[src/rtl/dma_ctrl_sched.sv]
// DMA control/status slave: holds transfer setup, sequences Start to the
// read/write masters, and reports done, abort and watchdog timeout.
module dma_ctrl_sched #(
   parameter logic        IRQ_EN_RESET   = 1'b0,
   parameter int unsigned TIMEOUT_CYCLES = 0
) (
   input  logic        iClk,
   input  logic        iReset_n,
   input  logic        iChipselect,
   input  logic [2:0]  iAddress,
   input  logic        iWrite,
   input  logic [31:0] iWritedata,
   input  logic        iRead,
   output logic [31:0] oReaddata,
   output logic        oIRQ,
   output logic        oStart,
   output logic [31:0] oLength,
   output logic [31:0] oRM_startaddress,
   output logic [31:0] oWM_startaddress,
   input  logic        iRM_done,
   input  logic        iWM_done
);

   typedef enum logic [1:0] {
      S_IDLE,
      S_ARM,
      S_RUN,
      S_CMPL
   } state_t;

   state_t      state, state_n;
   logic [31:0] rdaddr, rdaddr_n;
   logic [31:0] wraddr, wraddr_n;
   logic [31:0] length, length_n;
   logic [31:0] wd_cnt, wd_cnt_n;
   logic        ie, ie_n;
   logic        done, done_n;
   logic        aborted, aborted_n;
   logic        tmo, tmo_n;
   logic        rm_seen, rm_seen_n;
   logic        wm_seen, wm_seen_n;
   logic [31:0] rd_mux;

   logic wr, rd, wr_ctl, go, abort, busy, both_done, wd_hit;

   assign wr        = iChipselect & iWrite;
   assign rd        = iChipselect & iRead;
   assign wr_ctl    = wr & (iAddress == 3'd4);
   assign go        = wr_ctl & iWritedata[0];
   assign abort     = wr_ctl & iWritedata[2];
   assign busy      = (state == S_ARM) | (state == S_RUN);
   assign both_done = (rm_seen | iRM_done) & (wm_seen | iWM_done);
   assign wd_hit    = (TIMEOUT_CYCLES != 0) &&
                      (wd_cnt == 32'(TIMEOUT_CYCLES - 1));

   assign oStart           = busy;
   assign oLength          = length;
   assign oRM_startaddress = rdaddr;
   assign oWM_startaddress = wraddr;

   always_comb begin
      state_n   = state;
      rdaddr_n  = rdaddr;
      wraddr_n  = wraddr;
      length_n  = length;
      wd_cnt_n  = wd_cnt;
      ie_n      = ie;
      done_n    = done;
      aborted_n = aborted;
      tmo_n     = tmo;
      rm_seen_n = rm_seen;
      wm_seen_n = wm_seen;

      if (wr && iAddress == 3'd0) begin
         done_n    = 1'b0;
         aborted_n = 1'b0;
         tmo_n     = 1'b0;
      end
      if (wr_ctl)
         ie_n = iWritedata[1];
      if (wr && !busy) begin
         if (iAddress == 3'd1) rdaddr_n = iWritedata;
         if (iAddress == 3'd2) wraddr_n = iWritedata;
         if (iAddress == 3'd3) length_n = {iWritedata[31:2], 2'b00};
      end

      // Flag updates from the sequencer override a same-cycle STATUS clear.
      unique case (state)
         S_IDLE: begin
            if (go && !abort) begin
               if (length != 32'd0) begin
                  state_n   = S_ARM;
                  done_n    = 1'b0;
                  aborted_n = 1'b0;
                  tmo_n     = 1'b0;
                  rm_seen_n = 1'b0;
                  wm_seen_n = 1'b0;
                  wd_cnt_n  = 32'd0;
               end else begin
                  done_n = 1'b1;
               end
            end
         end
         S_ARM: begin
            if (abort) begin
               state_n   = S_IDLE;
               aborted_n = 1'b1;
               done_n    = 1'b0;
            end else begin
               state_n = S_RUN;
            end
         end
         S_RUN: begin
            rm_seen_n = rm_seen | iRM_done;
            wm_seen_n = wm_seen | iWM_done;
            if (abort) begin
               state_n   = S_IDLE;
               aborted_n = 1'b1;
               done_n    = 1'b0;
            end else if (both_done) begin
               state_n = S_CMPL;
            end else if (wd_hit) begin
               state_n   = S_IDLE;
               tmo_n     = 1'b1;
               aborted_n = 1'b1;
            end else begin
               wd_cnt_n = wd_cnt + 32'd1;
            end
         end
         S_CMPL: begin
            done_n  = 1'b1;
            state_n = S_IDLE;
         end
         default: state_n = S_IDLE;
      endcase
   end

   always_comb begin
      rd_mux = 32'd0;
      unique case (iAddress)
         3'd0:    rd_mux = {28'd0, tmo, aborted, busy, done};
         3'd1:    rd_mux = rdaddr;
         3'd2:    rd_mux = wraddr;
         3'd3:    rd_mux = length;
         3'd4:    rd_mux = {30'd0, ie, 1'b0};
         default: rd_mux = 32'd0;
      endcase
   end

   always_ff @(posedge iClk or negedge iReset_n) begin
      if (!iReset_n) begin
         state     <= S_IDLE;
         rdaddr    <= 32'd0;
         wraddr    <= 32'd0;
         length    <= 32'd0;
         wd_cnt    <= 32'd0;
         ie        <= IRQ_EN_RESET;
         done      <= 1'b0;
         aborted   <= 1'b0;
         tmo       <= 1'b0;
         rm_seen   <= 1'b0;
         wm_seen   <= 1'b0;
         oReaddata <= 32'd0;
         oIRQ      <= 1'b0;
      end else begin
         state     <= state_n;
         rdaddr    <= rdaddr_n;
         wraddr    <= wraddr_n;
         length    <= length_n;
         wd_cnt    <= wd_cnt_n;
         ie        <= ie_n;
         done      <= done_n;
         aborted   <= aborted_n;
         tmo       <= tmo_n;
         rm_seen   <= rm_seen_n;
         wm_seen   <= wm_seen_n;
         oIRQ      <= ie_n & (done_n | aborted_n);
         if (rd)
            oReaddata <= rd_mux;
      end
   end

endmodule

[config.mk]
export PLATFORM = sky130hd
export DESIGN_NAME = dma_ctrl_sched
export DESIGN_NICKNAME = d
export VERILOG_FILES = /design/src/rtl/dma_ctrl_sched.sv
export SDC_FILE = /design/constraint.sdc
export NUM_CORES = 1
export LEC_CHECK = 0
export CORE_MARGIN = 5
export CORE_UTILIZATION = 44
export CTS_CLUSTER_DIAMETER = 30
export DETAILED_ROUTE_END_ITERATION = 7
export PLACE_DENSITY_LB_ADDON = 0.15
export SLEW_MARGIN = 20
export SYNTH_ARGS = -nofsm -noshare
export SYNTH_HDL_FRONTEND = slang
export SYNTH_SLANG_ARGS = --single-unit
[constraint.sdc]
create_clock -name iClk -period 2.3 [get_ports iClk]
set_clock_uncertainty 0.1 [all_clocks]
set_input_delay 0.23 -clock iClk [delete_from_list [all_inputs] [get_ports iClk]]
set_output_delay 0.23 -clock iClk [all_outputs]
set_load 0.05 [all_outputs]
======== Word-level counts from Yosys, hierarchy flattened ========
Index checks and enable logic that the tools add are counted.
operators by class
  eq/ne operators ......................... 10
  multiplexer cells ....................... 26
  reductions and logical operators ........ 15
  bitwise operators ....................... 11
operator list
  cell                                                              count
  32-bit case mux with 5 select lines                               1
  32-bit nonzero test                                               1
  1-bit 2-to-1 mux                                                  15
  2-bit 2-to-1 mux                                                  5
  2-bit case mux with 4 select lines                                1
  1-bit bitwise AND                                                 7
  3-bit by 2-bit == test with 1-bit output (second input constant)  2
  1-bit case mux with 2 select lines                                3
  2-bit AND reduction                                               3
  3-bit AND reduction                                               2
  2-bit == test (second input constant)                             2
  2-bit inequality test (second input constant)                     2
  1-bit bitwise OR                                                  4
  3-bit by 1-bit == test with 1-bit output (second input constant)  1
  3-bit == test (second input constant)                             1
  1-bit logical AND                                                 3
  3-bit zero test                                                   1
  3-bit inequality test (second input constant)                     1
  1-bit case mux with 3 select lines                                1
  2-bit by 1-bit == test with 1-bit output (second input constant)  1
  1-bit zero test                                                   2
  2-bit zero test                                                   1
  2-bit nonzero test                                                1
  2-bit OR reduction                                                1
word-level totals
  output and inout port bits .............. 130
  input port bits ......................... 42
  logic and storage cells ................. 74
  register bits after elaboration ......... 135

======== Longest topological paths before layout ========
Gate-level depths: netlist of the first run.
  depth after elaboration ................. 9
  mapped depth ............................ 7
  depth with buffers taken out ............ 6

======== Worst setup path before layout of the first run ========
Ideal clock, no wire load.
  path kind ............................... flip-flop to flip-flop
  from .................................... reg state[0]
  to ...................................... reg rdaddr[0] (netlist: oRM_startaddress[0])
  required time ........................... 2,072 ps
  clock period less this slack ............ 2,134 ps
  path slack .............................. 166 ps
  buffers on the path ..................... 1
  arrival ................................. 1,906 ps
  cell stages (with the launch flop) ...... 7
  path through ............................ dfrtp_1 > inv_1 > ha_1 > nor3_2 > nand2_1 > buf_2 > mux2_1
on the way
  word-level cells in the longest chain between the ends .. 5
  elaborated cells between the ends (all ways) .. 6
  those cells by class .................... eq/ne (2); bitwise (1); reduce/logical (3)
ends and longest elaborated chain
  element                                                                    line  RTL
  start, declared                                                            31    state_t state, state_n;
  start signal, assigned                                                     166   state <= state_n;
  2-bit by 1-bit == test with 1-bit output or 2-bit == test (tied branches)  --
  1-bit bitwise OR (*)                                                       51    assign busy = (state == S_ARM) | (state == S_RUN);
  named net oStart                                                           16    output logic oStart,
  1-bit zero test (*)                                                        81    if (wr && !busy) begin
  1-bit logical AND (*)                                                      81
  2-bit AND reduction (no source line) (*)                                   --
  end signal, assigned                                                       167   rdaddr <= rdaddr_n;
  end, declared                                                              32    logic [31:0] rdaddr, rdaddr_n;
Mark *: on every way through the listed nets, which the timed path passes. The rest lies on a longest branch.
A chain may end at the register's enable or synchronous reset.

======== Worst setup path after layout of the first run ========
  from .................................... reg state[0]
  to ...................................... reg length[20] (netlist: oLength[20])
on the way
  word-level cells in the longest chain between the ends .. 5
  elaborated cells between the ends (all ways) .. 6
  those cells by class .................... eq/ne (2); bitwise (1); reduce/logical (3)
ends and longest elaborated chain
  element                                                                    line  RTL
  2-bit by 1-bit == test with 1-bit output or 2-bit == test (tied branches)  --
  1-bit bitwise OR (*)                                                       51
  1-bit zero test (*)                                                        81
  1-bit logical AND (*)                                                      81
  2-bit AND reduction (no source line) (*)                                   --
  end signal, assigned                                                       169   length <= length_n;
  end, declared                                                              34    logic [31:0] length, length_n;
Mark *: on every way between the ends. The rest lies on a longest branch, timed or not.

==> results of run 1 <==
-- through the flow --
stage                     worst slack, ps  area (µm²)  hold WS, ps  utilization [%]  std cells
final                                 161        8580          219             64.8        829
after CTS                             190        8580          184             64.8        829
after global placement                236        7940          120             59.9        796
after floorplan                       166        5950         -166                -        462
after detailed placement              183        7940          123             59.9        796
after global routing                 49.1        8580          266             64.8        829
-- per-layer routing --
| metal | vias to the layer above | wire length (µm) | GRT usage [%] |
|---|---|---|---|
| met4 | 0 | 240 | 6.44 |
| met3 | 17 | 1230 | 6.52 |
| met1 | 2299 | 7240 | 28.3 |
| li1 | 2040 | - | - |
| met5 | - | 0 | 0 |
| met2 | 166 | 8240 | 34.9 |
-- path summary, 6_finish.rpt --
path                                 end  slack [ps]
max                          oLength[20]         160
min                         oReaddata[0]         220
max reg2reg                  oLength[20]         160
min reg2reg                 oReaddata[5]         380
max in group asynchronous  oReaddata[13]        1140
min in group asynchronous        rm_seen         230
-- what timing repair did --
action	in CTS	in global routing
hold buffers	1	0
endpoints found under the hold margin	51	0
setup endpoints to repair	0	0
gates resized for setup	0	0
-- cell usage after synthesis --
library cell | number | area share (%)
a221oi_1 | 1 | 0.15
nand3_1 | 4 | 0.34
buf_2 | 16 | 1.3
nor4b_1 | 1 | 0.15
nand2_1 | 42 | 2.7
o21ai_1 | 1 | 0.084
o31ai_1 | 1 | 0.13
o221ai_1 | 1 | 0.15
a22oi_1 | 28 | 3.5
a311o_1 | 1 | 0.17
mux2_2 | 32 | 6.1
clkbuf_1 | 11 | 0.69
mux2_1 | 90 | 17
nor2_1 | 6 | 0.38
a32o_1 | 1 | 0.17
o21a_1 | 2 | 0.25
o211ai_1 | 1 | 0.13
o32a_1 | 1 | 0.17
nor3_2 | 2 | 0.34
mux4_2 | 2 | 0.76
conb_1 | 1 | 0.063
inv_1 | 8 | 0.50
buf_4 | 2 | 0.25
a22o_1 | 2 | 0.29
o311ai_1 | 1 | 0.15
a31oi_1 | 1 | 0.11
ha_1 | 4 | 0.84
nor4_1 | 7 | 0.74
buf_1 | 1 | 0.063
o21ai_0 | 33 | 2.8
mux2i_1 | 2 | 0.34
a21oi_1 | 7 | 0.59
and4bb_1 | 1 | 0.21
a311oi_1 | 2 | 0.29
dfrtp_1 | 135 | 57
nor4_2 | 1 | 0.21
o22ai_1 | 1 | 0.11
nand2b_1 | 2 | 0.21
nor2b_1 | 4 | 0.42
o2111a_1 | 1 | 0.19
nand4bb_1 | 1 | 0.19
-- area by class of cell --
type | count | area [µm²] | share of cell area, %
inverters | 8 | 30.0 | 0.350
well taps | 176 | 220 | 2.57
repair buffers | 189 | 1900 | 22.1
clock inverters | 7 | 113 | 1.31
multi-input cells | 289 | 2420 | 28.2
flip-flops and latches | 135 | 3380 | 39.4
clock buffers | 25 | 526 | 6.12
-- power groups by stage --
stage | clock network, µW | registers [µW] | logic (µW)
after floorplan | 0 | 6800 | 1380
after global placement | 0 | 4080 | 6480
after detailed placement | 0 | 4110 | 6550
after CTS | 2930 | 4090 | 6580
after global routing | 3040 | 4210 | 6810
final | 2880 | 4090 | 6520
-- sequential cells by signal, indices dropped and copies added (netlist names) --
register,cells
oRM_startaddress,32
rm_seen,1
aborted,1
ie,1
wm_seen,1
state,2
tmo,1
done,1
oWM_startaddress,32
oReaddata,32
oIRQ,1
oLength,30
-- critical path: cells and delay by family (launching register included) --
family        cells  cell delay, ps
simple gates      2             470
flops             1             400
buf+inv           2             360
fa+ha+maj         1             340
mux               1             340
-- cell families after synthesis --
| group | share of synthesized area, % |
|---|---|
| fa+ha+maj | 0.841 |
| flops | 56.8 |
| simple gates | 5.83 |
| compound gates | 9.42 |
| other cells | 0.0630 |
| mux | 24.2 |
| buf+inv | 2.86 |
==> results_dict.tcl, run 1 <==
set metrics [dict create \
    outcome "finished, final reports clean" \
    numCtsBuffers 17 \
    min-delay-start "iAddress[1]" \
    drc 0 \
    cp-end-kind "flop" \
    powerDensity_mw_per_mm2 1570 \
    cts-root-buf "clkbuf_16" \
    start_util_pct 44.9 \
    netlist_area_mm2 0.00595 \
    htreeDepth 4 \
    hold_class "input port to flop" \
    grt_pass1_wl_um 27000 \
    ys_warn_count 0 \
    power_uw 13500 \
    grt_antenna_before_repair 0 \
    slowest_stage "dfrtp_1" \
    track_usage_pct 21.6 \
    grt_overflow 0 \
    mostFrequentLayoutCells "clkdlybuf4s50_1, dfrtp_1, mux2_1" \
    crit_chain "inv_1 -> ha_1 -> nor3_2 -> nand3_2 -> buf_4 -> mux2_1" \
    n_antenna_cell 0 \
    reg2reg_depth 6 \
    rsz0062_at_grt "false" \
    port_buffers 169 \
    power_frac_comb_pct 48.3 \
    avgSynthCellArea_um2 12.9 \
    grt_pass1_vias 4724 \
    cts_tree "done" \
    io_pins 172 \
    dp_hpwl_um 11700 \
    dieArea_mm2 0.0159 \
    internal-power_uw 7500 \
    tns_ps 0 \
    netlist_instances 461 \
    critPathLaunchType "flop" \
    crit_arrival_ps 2330 \
    r2r-start "state[0]" \
    hold_violations 0 \
    ys_seq_elements 135 \
    cts.sinks 135 \
    switchingPower_uw 5980 \
    die_x_um 126 \
    num_rows 42 \
    finalCritPeriodShare_pct 93.0 \
    seq_power_share_pct 30.3 \
    power.leakage_uw 0.00378 \
    fin_nets 686 \
    max_freq_mhz 468 \
    core-area_mm2 0.0132 \
    wl_um 16900 \
    post-cts-setup-buffer-count 0 \
    clkLatencyLatePin_ps 410 \
    clkTransAtPathRegs_ps 50 \
    drive_gt1_share_pct 14.5 \
    final_common_cell "clkdlybuf4s50_1" \
    dr.first_iter.drc_count 304 \
    first_pass_iters 4 \
    crit_start "state[0]" \
    required_ps 2490 \
    finalSetupViolCount 0 \
    crit_type "flop to flop" \
    wl_per_cell_um 20.4 \
    gp_congestion 0.943 \
    fin_crit_ps 2140 \
    peakVddDrop_uv 872 \
    p_clk_share_pct 21.4 \
    fillerInstances 1055 \
    hold_depth 4 \
    die_y_um 126 \
    drv_cap 0 \
    cpPeakStageDelay_ps 400 \
    p_sw_share_pct 44.4 \
    via_per_inst 5.45 \
    slew_violations 0 \
    via_count 4522 \
    syn2layout_area_growth_pct 44.3 \
    clockBufferDepth 2 \
    synth.distinct_cells 41 \
    grt_max_degree 55 \
    cp_max_fo 19 \
    tightest_slew_ps 548 \
    relSlewSlack_pct 63.3 \
    ant_nets 0 \
    seq_area_frac_synth_pct 56.8 \
]
Note: power is estimated with default switching activity, not from simulation.
==> run 2: changes to the inputs <==
--- a/config.mk
+++ b/config.mk
@@ -5,9 +5,11 @@
 export SDC_FILE = /design/constraint.sdc
 export NUM_CORES = 1
 export LEC_CHECK = 0
-export CORE_MARGIN = 5
+export CAP_MARGIN = 20
+export CORE_MARGIN = 4
 export CORE_UTILIZATION = 44
 export CTS_CLUSTER_DIAMETER = 30
+export CTS_CLUSTER_SIZE = 16
 export DETAILED_ROUTE_END_ITERATION = 7
 export PLACE_DENSITY_LB_ADDON = 0.15
 export SLEW_MARGIN = 20
==> run 2 against run 1 <==
Fmax is 0.48% lower. First-iteration DRC count grew 8.9%. Clock-buffer cell count unchanged. Non-clock buffer count grew 2. Final cell count shrank 0.24%. Critical path type unchanged. Largest power group unchanged.
==> results_dict.tcl, run 2 (synthesis results as in run 1) <==
set metrics [dict create \
    fin_nets 688 \
    hold_violations 0 \
    post-cts-setup-buffer-count 0 \
    path_buf_inv 2 \
    htreeDepth 4 \
    via_per_inst 5.42 \
    clkTransAtPathRegs_ps 50 \
    powerDensity_mw_per_mm2 1560 \
    cp_max_fo 25 \
    io_pins 172 \
    dr.first_iter.drc_count 331 \
    critPathTopFamily "simple AND/OR/NAND/NOR gates" \
    crit_chain "inv_1 -> ha_1 -> nor3_2 -> nand3_2 -> buf_12 -> mux2_1" \
    n_antenna_cell 0 \
    cts_tree "done" \
    internal-power_uw 7350 \
    relSlewSlack_pct 58.2 \
    first_pass_iters 4 \
    wl_per_cell_um 20.8 \
    start_util_pct 44.9 \
    drc 0 \
    switchingPower_uw 5980 \
    finalSetupViolCount 0 \
    p_sw_share_pct 44.9 \
    ant_nets 0 \
    grt_pass1_wl_um 27500 \
    power_frac_comb_pct 49.2 \
    rsz0062_at_grt "false" \
    p_clk_share_pct 20.2 \
    cpPeakStageDelay_ps 390 \
    fin_crit_ps 2150 \
    cp-end-kind "flop" \
    numCtsBuffers 17 \
    cts_resized 0 \
    seq_power_share_pct 30.7 \
    grt_max_degree 63 \
    power.leakage_uw 0.00376 \
    slowest_stage "dfrtp_1" \
    fin_util_pct 64.5 \
    tns_ps 0 \
    critPathLaunchType "flop" \
    syn2layout_area_growth_pct 43.6 \
    dieArea_mm2 0.0154 \
    final_common_cell "clkdlybuf4s50_1" \
    crit_arrival_ps 2350 \
    via_count 4485 \
    dp_hpwl_um 11700 \
    outcome "finished, final reports clean" \
    hold_class "input port to flop" \
    clkLatencyLatePin_ps 420 \
    tightest_slew_ps 626 \
    place_area_mm2 0.00795 \
    finalInstanceArea_mm2 0.00854 \
    finalCritPeriodShare_pct 93.4 \
    max_freq_mhz 465 \
    drive_gt1_share_pct 14.1 \
    core-area_mm2 0.0132 \
    die_y_um 124 \
    wl_um 17200 \
    port_buffers 169 \
    clockBufferDepth 2 \
    slew_violations 0 \
    grt_antenna_before_repair 0 \
    gp_congestion 0.869 \
    drv_cap 0 \
    cts-root-buf "clkbuf_16" \
    num_rows 42 \
    cts.sinks 135 \
    mostFrequentLayoutCells "clkdlybuf4s50_1, dfrtp_1, mux2_1" \
    track_usage_pct 22.7 \
    peakVddDrop_uv 836 \
    grt_pass1_vias 4728 \
    required_ps 2500 \
    die_x_um 124 \
    grt_overflow 0 \
    crit_type "flop to flop" \
]
-- run 2: changes by cell type in the layout (fill, tap and decap cells not counted), sizes merged --
cell	change
clkinv	-2
buf	+2
clkinvlp	-1
bufinv	-1
-- run 2: tightest hold or removal path: cells and delay by family --
kind,cells,cell delay (ps)
AO/OA/AOI/OAI,2,230
buffers and inverters,1,180
-- run 2: what timing repair did --
action / in CTS / in global routing
endpoints found under the setup margin: 0 / 0
hold buffers: 1 / 0
endpoints found under the hold margin: 57 / 0
-- run 2: worst paths after layout --
kind	to	cells past startpoint	from	slack [ps]
max	oLength[18]	6	state[0]	150
min	oReaddata[1]	3	iAddress[0]	180
max reg2reg	oLength[18]	6	state[0]	150
min reg2reg	oReaddata[5]	2	oReaddata[5]	380
max in group asynchronous	oReaddata[3]	3	iReset_n	1130
min in group asynchronous	wm_seen	2	iReset_n	230
-- run 2: power groups by stage --
stage                     Sequential [µW]  Clock [µW]  Combinational, µW
after global placement               4070           0               6480
after global routing                 4220        2850               6840
after CTS                            4090        2730               6610
after detailed placement             4110           0               6570
after floorplan                      6800           0               1380
final                                4080        2690               6550
-- run 2: layout make-up --
cell class	count	area, µm²
inverter	8	30.0
multi-input combinational	289	2420
sequential	135	3380
clock buffer	25	515
tap	176	220
fill	1053	4700
clock inverter	3	65.1
timing repair buffer	191	1910
-- run 2: metrics by stage --
step	hold slack, ps	setup WS [ps]	cells	total power (µW)
3_3_place_gp	153	232	798	10600
3_5_place_dp	154	168	798	10700
2_1_floorplan	-166	166	462	8180
4_1_cts	146	167	827	13400
6_report	181	151	827	13300
5_1_grt	186	73.5	827	13900
-- run 2: routing by layer --
layer	global-route usage (%)	routed length (µm)	vias to the layer above	share of wire (%)
met2	37.1	8450	155	49
met5	0	0	-	0
li1	-	-	2037	-
met3	6.73	956	23	5.6
met4	6.51	284	0	1.7
met1	29.6	7500	2270	44
